==> config.mk <==
export PLATFORM = sky130hd
export DESIGN_NAME = crc_arbiter
export DESIGN_NICKNAME = d
export VERILOG_FILES = /design/src/rtl/crc_arbiter.sv
export SDC_FILE = /design/constraint.sdc
export NUM_CORES = 1
export LEC_CHECK = 0
export ABC_AREA = 1
export ABC_CLOCK_PERIOD_IN_PS = 2000
export CORE_MARGIN = 5
export CORE_UTILIZATION = 37
export DETAILED_ROUTE_END_ITERATION = 7
export PLACE_DENSITY = 0.86
export SYNTH_ARGS = -nofsm -noshare
export SYNTH_HDL_FRONTEND = slang
export SYNTH_SLANG_ARGS = --single-unit
==> constraint.sdc <==
create_clock -name clk_i -period 2 [get_ports clk_i]
set_clock_uncertainty 0.1 [all_clocks]
set_input_delay 0.4 -clock clk_i [delete_from_list [all_inputs] [get_ports clk_i]]
set_output_delay 0.4 -clock clk_i [all_outputs]
set_load 0.05 [all_outputs]
==> src/rtl/crc_arbiter.sv <==
// -----------------------------------------------------------------------------
// crc_arbiter
//
// Round-robin front end that time-shares one bit-serial CRC32 engine
// (poly 0x04C11DB7, MSB first, zero init) between NUM_REQ requesters.
// One 32-bit message is accepted at a time. The FSM walks the engine through
// LOAD (clear/load strobe), ENG_LATENCY compute cycles and CAPTURE. It then
// presents the remainder together with the owner's index on a valid/ready
// response port.
//
// Ports
//   clk_i          clock, all state on the rising edge
//   rst_i          asynchronous, active-low reset
//   req_valid_i    per-requester request valid
//   req_data_i     packed messages, requester k on [32k+31:32k]
//   req_ready_o    one-hot grant, only ever non-zero in IDLE
//   resp_valid_o   result valid (held until resp_ready_i)
//   resp_data_o    CRC remainder
//   resp_id_o      index of the requester owning the result
//   resp_ready_i   consumer accepts the result
//   eng_clr_no     registered active-low engine clear/load strobe
//   eng_compute_o  registered engine compute enable
//   eng_message_o  registered message held toward the engine
//   eng_result_i   engine remainder
//   busy_o         high in every state except IDLE
//
// Build option
//   CRC_ARB_XOROUT_EN : when defined, the captured result is inverted
//                       (eng_result_i ^ 32'hFFFFFFFF); latency is unchanged.
// -----------------------------------------------------------------------------
module crc_arbiter #(
  parameter  int NUM_REQ     = 4,
  parameter  int ENG_LATENCY = 32,
  localparam int IDW         = $clog2(NUM_REQ)
) (
  input  logic                   clk_i,
  input  logic                   rst_i,
  input  logic [NUM_REQ-1:0]     req_valid_i,
  input  logic [32*NUM_REQ-1:0]  req_data_i,
  output logic [NUM_REQ-1:0]     req_ready_o,
  output logic                   resp_valid_o,
  output logic [31:0]            resp_data_o,
  output logic [IDW-1:0]         resp_id_o,
  input  logic                   resp_ready_i,
  output logic                   eng_clr_no,
  output logic                   eng_compute_o,
  output logic [31:0]            eng_message_o,
  input  logic [31:0]            eng_result_i,
  output logic                   busy_o
);

  // One extra bit so rr_ptr + offset cannot overflow before the wrap.
  localparam int         CW       = IDW + 1;
  localparam logic [5:0] CNT_LOAD = 6'(ENG_LATENCY - 1);

`ifdef CRC_ARB_XOROUT_EN
  localparam logic [31:0] XOR_OUT = 32'hFFFF_FFFF;
`else
  localparam logic [31:0] XOR_OUT = 32'h0000_0000;
`endif

  typedef enum logic [2:0] {
    S_IDLE    = 3'd0,
    S_LOAD    = 3'd1,
    S_COMPUTE = 3'd2,
    S_CAPTURE = 3'd3,
    S_RESP    = 3'd4
  } state_t;

  state_t         state_reg,      state_next;
  logic [IDW-1:0] rr_ptr_reg,     rr_ptr_next;
  logic [5:0]     cnt_reg,        cnt_next;
  logic [31:0]    msg_reg,        msg_next;
  logic [IDW-1:0] id_reg,         id_next;
  logic [31:0]    data_reg,       data_next;
  logic           resp_valid_reg, resp_valid_next;
  logic           clr_n_reg,      clr_n_next;
  logic           compute_reg,    compute_next;

  logic [31:0]    req_words [NUM_REQ];
  logic           grant_found;
  logic [IDW-1:0] grant_idx;
  logic [CW-1:0]  cand;
  logic           accept;

  // ---------------------------------------------------------------------------
  // Unpack messages and drive the one-hot ready vector.
  // ---------------------------------------------------------------------------
  generate
    for (genvar gi = 0; gi < NUM_REQ; gi++) begin : g_req
      assign req_words[gi]   = req_data_i[32*gi +: 32];
      assign req_ready_o[gi] = accept && (grant_idx == IDW'(gi));
    end
  endgenerate

  // ---------------------------------------------------------------------------
  // Round-robin search: walk offsets from the highest down to zero, so the
  // last hit (the smallest offset from rr_ptr) wins.
  // ---------------------------------------------------------------------------
  always_comb begin
    grant_found = 1'b0;
    grant_idx   = '0;
    cand        = '0;
    for (int i = NUM_REQ - 1; i >= 0; i--) begin
      cand = {1'b0, rr_ptr_reg} + CW'(i);
      if (cand >= CW'(NUM_REQ)) begin
        cand = cand - CW'(NUM_REQ);
      end
      if (req_valid_i[cand[IDW-1:0]]) begin
        grant_found = 1'b1;
        grant_idx   = cand[IDW-1:0];
      end
    end
  end

  // Ready is combinational on req_valid_i; gating with rst_i keeps it low
  // while the reset is held, even though the state already reads IDLE.
  assign accept = (state_reg == S_IDLE) && grant_found && rst_i;

  // ---------------------------------------------------------------------------
  // Next-state and datapath.
  // ---------------------------------------------------------------------------
  always_comb begin
    state_next  = state_reg;
    rr_ptr_next = rr_ptr_reg;
    cnt_next    = cnt_reg;
    msg_next    = msg_reg;
    id_next     = id_reg;
    data_next   = data_reg;

    case (state_reg)
      S_IDLE: begin
        if (accept) begin
          state_next  = S_LOAD;
          msg_next    = req_words[grant_idx];
          id_next     = grant_idx;
          rr_ptr_next = (grant_idx == IDW'(NUM_REQ - 1)) ? '0 : grant_idx + IDW'(1);
        end
      end
      S_LOAD: begin
        state_next = S_COMPUTE;
        cnt_next   = CNT_LOAD;
      end
      S_COMPUTE: begin
        // The counter is loaded with ENG_LATENCY-1, so reaching zero marks
        // the final compute cycle.
        if (cnt_reg == 6'd0) begin
          state_next = S_CAPTURE;
        end else begin
          cnt_next = cnt_reg - 6'd1;
        end
      end
      S_CAPTURE: begin
        state_next = S_RESP;
        data_next  = eng_result_i ^ XOR_OUT;
      end
      S_RESP: begin
        if (resp_ready_i) begin
          state_next = S_IDLE;
        end
      end
      default: begin
        state_next = S_IDLE;
      end
    endcase

    // Engine controls and response valid are registered, so decode them from
    // the state being entered.
    clr_n_next      = (state_next != S_LOAD);
    compute_next    = (state_next == S_COMPUTE);
    resp_valid_next = (state_next == S_RESP);
  end

  // ---------------------------------------------------------------------------
  // State registers. clr_n resets low so the engine is held cleared while
  // the system is in reset.
  // ---------------------------------------------------------------------------
  always_ff @(posedge clk_i or negedge rst_i) begin
    if (!rst_i) begin
      state_reg      <= S_IDLE;
      rr_ptr_reg     <= '0;
      cnt_reg        <= '0;
      msg_reg        <= '0;
      id_reg         <= '0;
      data_reg       <= '0;
      resp_valid_reg <= 1'b0;
      clr_n_reg      <= 1'b0;
      compute_reg    <= 1'b0;
    end else begin
      state_reg      <= state_next;
      rr_ptr_reg     <= rr_ptr_next;
      cnt_reg        <= cnt_next;
      msg_reg        <= msg_next;
      id_reg         <= id_next;
      data_reg       <= data_next;
      resp_valid_reg <= resp_valid_next;
      clr_n_reg      <= clr_n_next;
      compute_reg    <= compute_next;
    end
  end

  assign resp_valid_o  = resp_valid_reg;
  assign resp_data_o   = data_reg;
  assign resp_id_o     = id_reg;
  assign eng_clr_no    = clr_n_reg;
  assign eng_compute_o = compute_reg;
  assign eng_message_o = msg_reg;
  assign busy_o        = (state_reg != S_IDLE);

endmodule

==> flow_metrics.env <==
export IMPL_outcome="finished, violations left"
export IMPL_failed_checks="negative setup slack"
export IMPL_cts_sinks=80
export IMPL_synth_top_cell_by_area="sky130_fd_sc_hd__dfrtp_1"
export IMPL_htreeDepth=3
export IMPL_finalNetCount=1027
export IMPL_crit_path_start_kind="input port"
export IMPL_setup_worst_path_class="in2out"
export IMPL_yosys_cell_count_top_type="sky130_fd_sc_hd__nand2_1"
export IMPL_areaGrowthSynthToFinish_pct=73.3
export IMPL_finalMaxSlewViolations=0
export IMPL_numCtsBuffers=9
export IMPL_post_route_cell_area_um2=8180
export IMPL_first_global_vias=5060
export IMPL_tritoncts="yes"
export IMPL_setup_viol_count_final=41
export IMPL_hold_viol=0
export IMPL_place_port_buffers=240
export IMPL_synth_edff_count=0
export IMPL_synth_top_cell_area_share_pct=42.4
export IMPL_die_h_um=123
export IMPL_die_w_um=123
export IMPL_synth_cell_types=33
export IMPL_detailed_place_hpwl_um=11600
export IMPL_detailroute_via_count=4862
export IMPL_synthesized_area_per_cell_um2=8.09
export IMPL_setup_ws_ps=-658
export IMPL_synth_yosys_seq_area_share_pct=42.4
export IMPL_cp_end_kind="output pin"
export IMPL_ioPinCount=241
export IMPL_ys_ff_latch=80
export IMPL_core_rowCount=41
export IMPL_timing_max_slew_rel_slack_pct=60.6
export IMPL_rr_startpoint="rr_ptr_reg[0]"
export IMPL_all_layer_global_routing_usage_pct=21.0
export IMPL_synth_main_ff_cell="sky130_fd_sc_hd__dfrtp_1"
export IMPL_cts_reportedPaths_clkPinSlew_ps=70
export IMPL_reg2reg_to="eng_message_o[17]"
export IMPL_syn_nets=755
export IMPL_core_footprint_um2=12600
export IMPL_count_of_yosys_warnings_during_synthesis=0
export IMPL_synthesis_area_um2=4720
export IMPL_finalWorstPathRequiredPeriod_ps=2660
export IMPL_synth_area_top_cells="sky130_fd_sc_hd__dfrtp_1 (42%), sky130_fd_sc_hd__nand2_1 (12%), sky130_fd_sc_hd__nand3_1 (9.5%), sky130_fd_sc_hd__inv_1 (7.8%), sky130_fd_sc_hd__mux2_2 (7.6%)"
export IMPL_worst_hold_path_type="in2async"
export IMPL_dpl_cell_area_um2=7450
export IMPL_insertedDiodeCount=0
export IMPL_achievable_frequency_mhz=376
export IMPL_cellLeakagePower_uw=0.00403
export IMPL_initial_core_util_pct=37.5
export IMPL_timing_max_cap_violations=0
export IMPL_antenna_found_initial=0
export IMPL_tns_ps=-15090
export IMPL_share_of_final_layout_standard_cells_stronger_than_drive_strength_1_pct=25.9
export IMPL_clk_insertion_delay_late_ps=340
export IMPL_first_pass_grt_wire_length_um=24600
export IMPL_syn_instance_count=583
export IMPL_total_power_uw=16300
export IMPL_worst_pin_slew_ps=591
export IMPL_first_iter_violations=244
export IMPL_arrival_worst_endpoint_ps=2160
export IMPL_routed_wirelength_um=15900
export IMPL_async_reset_ff_share_pct=100
export IMPL_peakVddDrop_mv=0.969
export IMPL_power_density_nw_per_um2=1990
export IMPL_cts_root_buffer="sky130_fd_sc_hd__clkbuf_16"
export IMPL_min_period_over_period_pct=133
export IMPL_drcViolationCount=0
export IMPL_depth_of_the_worst_register_to_register_path=15
export IMPL_rsz0062_at_grt="true"
export IMPL_detail_route_wl_per_cell_um=15.4
export IMPL_instances_no_fill=1032
export IMPL_crit_path_max_fanout=3
export IMPL_clk_path_buf_depth=2
export IMPL_place_detailed_instances=1000
export IMPL_detail_route_first_pass_iterations=4
export IMPL_worst_endpoint_required_ps=1500
export IMPL_ys_top_cells_by_count="sky130_fd_sc_hd__nand2_1 (152), sky130_fd_sc_hd__inv_1 (98), sky130_fd_sc_hd__nand3_1 (90)"
export IMPL_drt_antenna_violating_nets=0
export IMPL_r2r_setup_slack_ps=-430
export IMPL_grt_start_max_net_pins=47
export IMPL_via_per_inst=4.71
export IMPL_cts_stage_hold_buffer_count=0
export IMPL_grt_ovfl_total=0
export IMPL_globalplace_congestion=0.852
export IMPL_dp_slack_ps=-670
export IMPL_die_area_um2=15100
[metal layers]
metal	vias to the layer above	GRT usage [%]	share of wire [%]
met5	-	0	0
met4	0	6.79	2.2
met3	24	7.04	8.6
met2	178	36.9	51
met1	2276	24.1	38
li1	2384	-	-
[power breakdown]
| group | switching, µW | total (µW) | internal [µW] |
|---|---|---|---|
| sequential | 445 | 2880 | 2440 |
| clock | 752 | 1750 | 999 |
| combinational | 7050 | 11700 | 4620 |
| total | 8250 | 16300 | 8050 |
[how the worst max path moves through the flow]
stage / slack [ps] / endpoint / startpoint / depth (start not counted)
final: -660 / req_ready_o[3] / req_valid_i[3] / 15
after global routing: -750 / req_ready_o[3] / rr_ptr_reg[0] / 14
after CTS: -620 / req_ready_o[3] / rr_ptr_reg[0] / 14
after detailed placement: -670 / req_ready_o[2] / req_valid_i[3] / 15
after global placement: -630 / req_ready_o[0] / req_valid_i[3] / 15
after floorplan: -370 / req_ready_o[3] / rr_ptr_reg[0] / 15
[worst max-delay path, cell delays in order]
cell and delay, ps:
sky130_fd_sc_hd__clkdlybuf4s50_1 500, sky130_fd_sc_hd__inv_1 70, sky130_fd_sc_hd__nand2_2 80, sky130_fd_sc_hd__nand3_2 110, sky130_fd_sc_hd__nand2_2 100, sky130_fd_sc_hd__inv_2 60
sky130_fd_sc_hd__nor2_4 120, sky130_fd_sc_hd__nor2_4 40, sky130_fd_sc_hd__nand2_4 70, sky130_fd_sc_hd__nand2_4 80, sky130_fd_sc_hd__buf_12 130, sky130_fd_sc_hd__ha_4 150
sky130_fd_sc_hd__inv_2 60, sky130_fd_sc_hd__nor2_4 40, sky130_fd_sc_hd__buf_12 140
[cell type report]
type	instances	area (µm²)
fillers	1020	4390
repair inverters	1	6.26
clock buffers	9	225
well taps	172	215
repair buffers	287	2910
flip-flops and latches	80	2000
multi-input cells	372	2320
inverters	104	408
clock inverters	7	86.3
[kinds of logic after synthesis]
| group | after synthesis | synth area share (%) |
|---|---|---|
| AOI/OAI and AO/OA | 36 | 7.29 |
| adders and majority gates | 5 | 1.33 |
| buffers and inverters | 131 | 12.1 |
| DFF | 80 | 42.4 |
| muxes | 32 | 7.64 |
| and+or+nand+nor | 299 | 29.2 |
[cell usage in the layout, fill, tap and decap left out, types with 4 or more instances in the layout]
cell / n
sky130_fd_sc_hd__clkdlybuf4s50_1: 164
sky130_fd_sc_hd__nand2_1: 138
sky130_fd_sc_hd__inv_1: 93
sky130_fd_sc_hd__nand3_1: 86
sky130_fd_sc_hd__dfrtp_1: 79
sky130_fd_sc_hd__buf_4: 77
sky130_fd_sc_hd__mux2_2: 32
sky130_fd_sc_hd__or2_1: 21
sky130_fd_sc_hd__o211ai_2: 19
sky130_fd_sc_hd__nand2_2: 16
sky130_fd_sc_hd__dlygate4sd2_1: 15
sky130_fd_sc_hd__nor2_4: 10
sky130_fd_sc_hd__buf_12: 10
sky130_fd_sc_hd__clkbuf_16: 9
sky130_fd_sc_hd__dlymetal6s2s_1: 8
sky130_fd_sc_hd__inv_2: 7
sky130_fd_sc_hd__nand2_4: 7
sky130_fd_sc_hd__nor2_1: 6
sky130_fd_sc_hd__o211ai_1: 6
sky130_fd_sc_hd__nand3_2: 5
sky130_fd_sc_hd__buf_16: 5
sky130_fd_sc_hd__inv_6: 4
sky130_fd_sc_hd__or2_0: 4
sky130_fd_sc_hd__o21ai_1: 4
sky130_fd_sc_hd__ha_4: 4
sky130_fd_sc_hd__buf_6: 4
[through the flow]
stage                     utilization (%)  hold WS (ps)
after floorplan                         -          4.41
after global placement               59.3           364
after detailed placement             59.3           367
after CTS                            64.8          18.5
after global routing                 65.1          61.2
final                                65.1          11.9
[timing repair]
item | CTS | global route
pin swaps | 19 | 0
gates resized for setup | 71 | 14
setup buffers | 11 | 0
gates cloned | 5 | 0
endpoints found under the hold margin | 0 | 0
setup endpoints to repair | 56 | 52
Note: power is estimated with default switching activity, not from simulation.
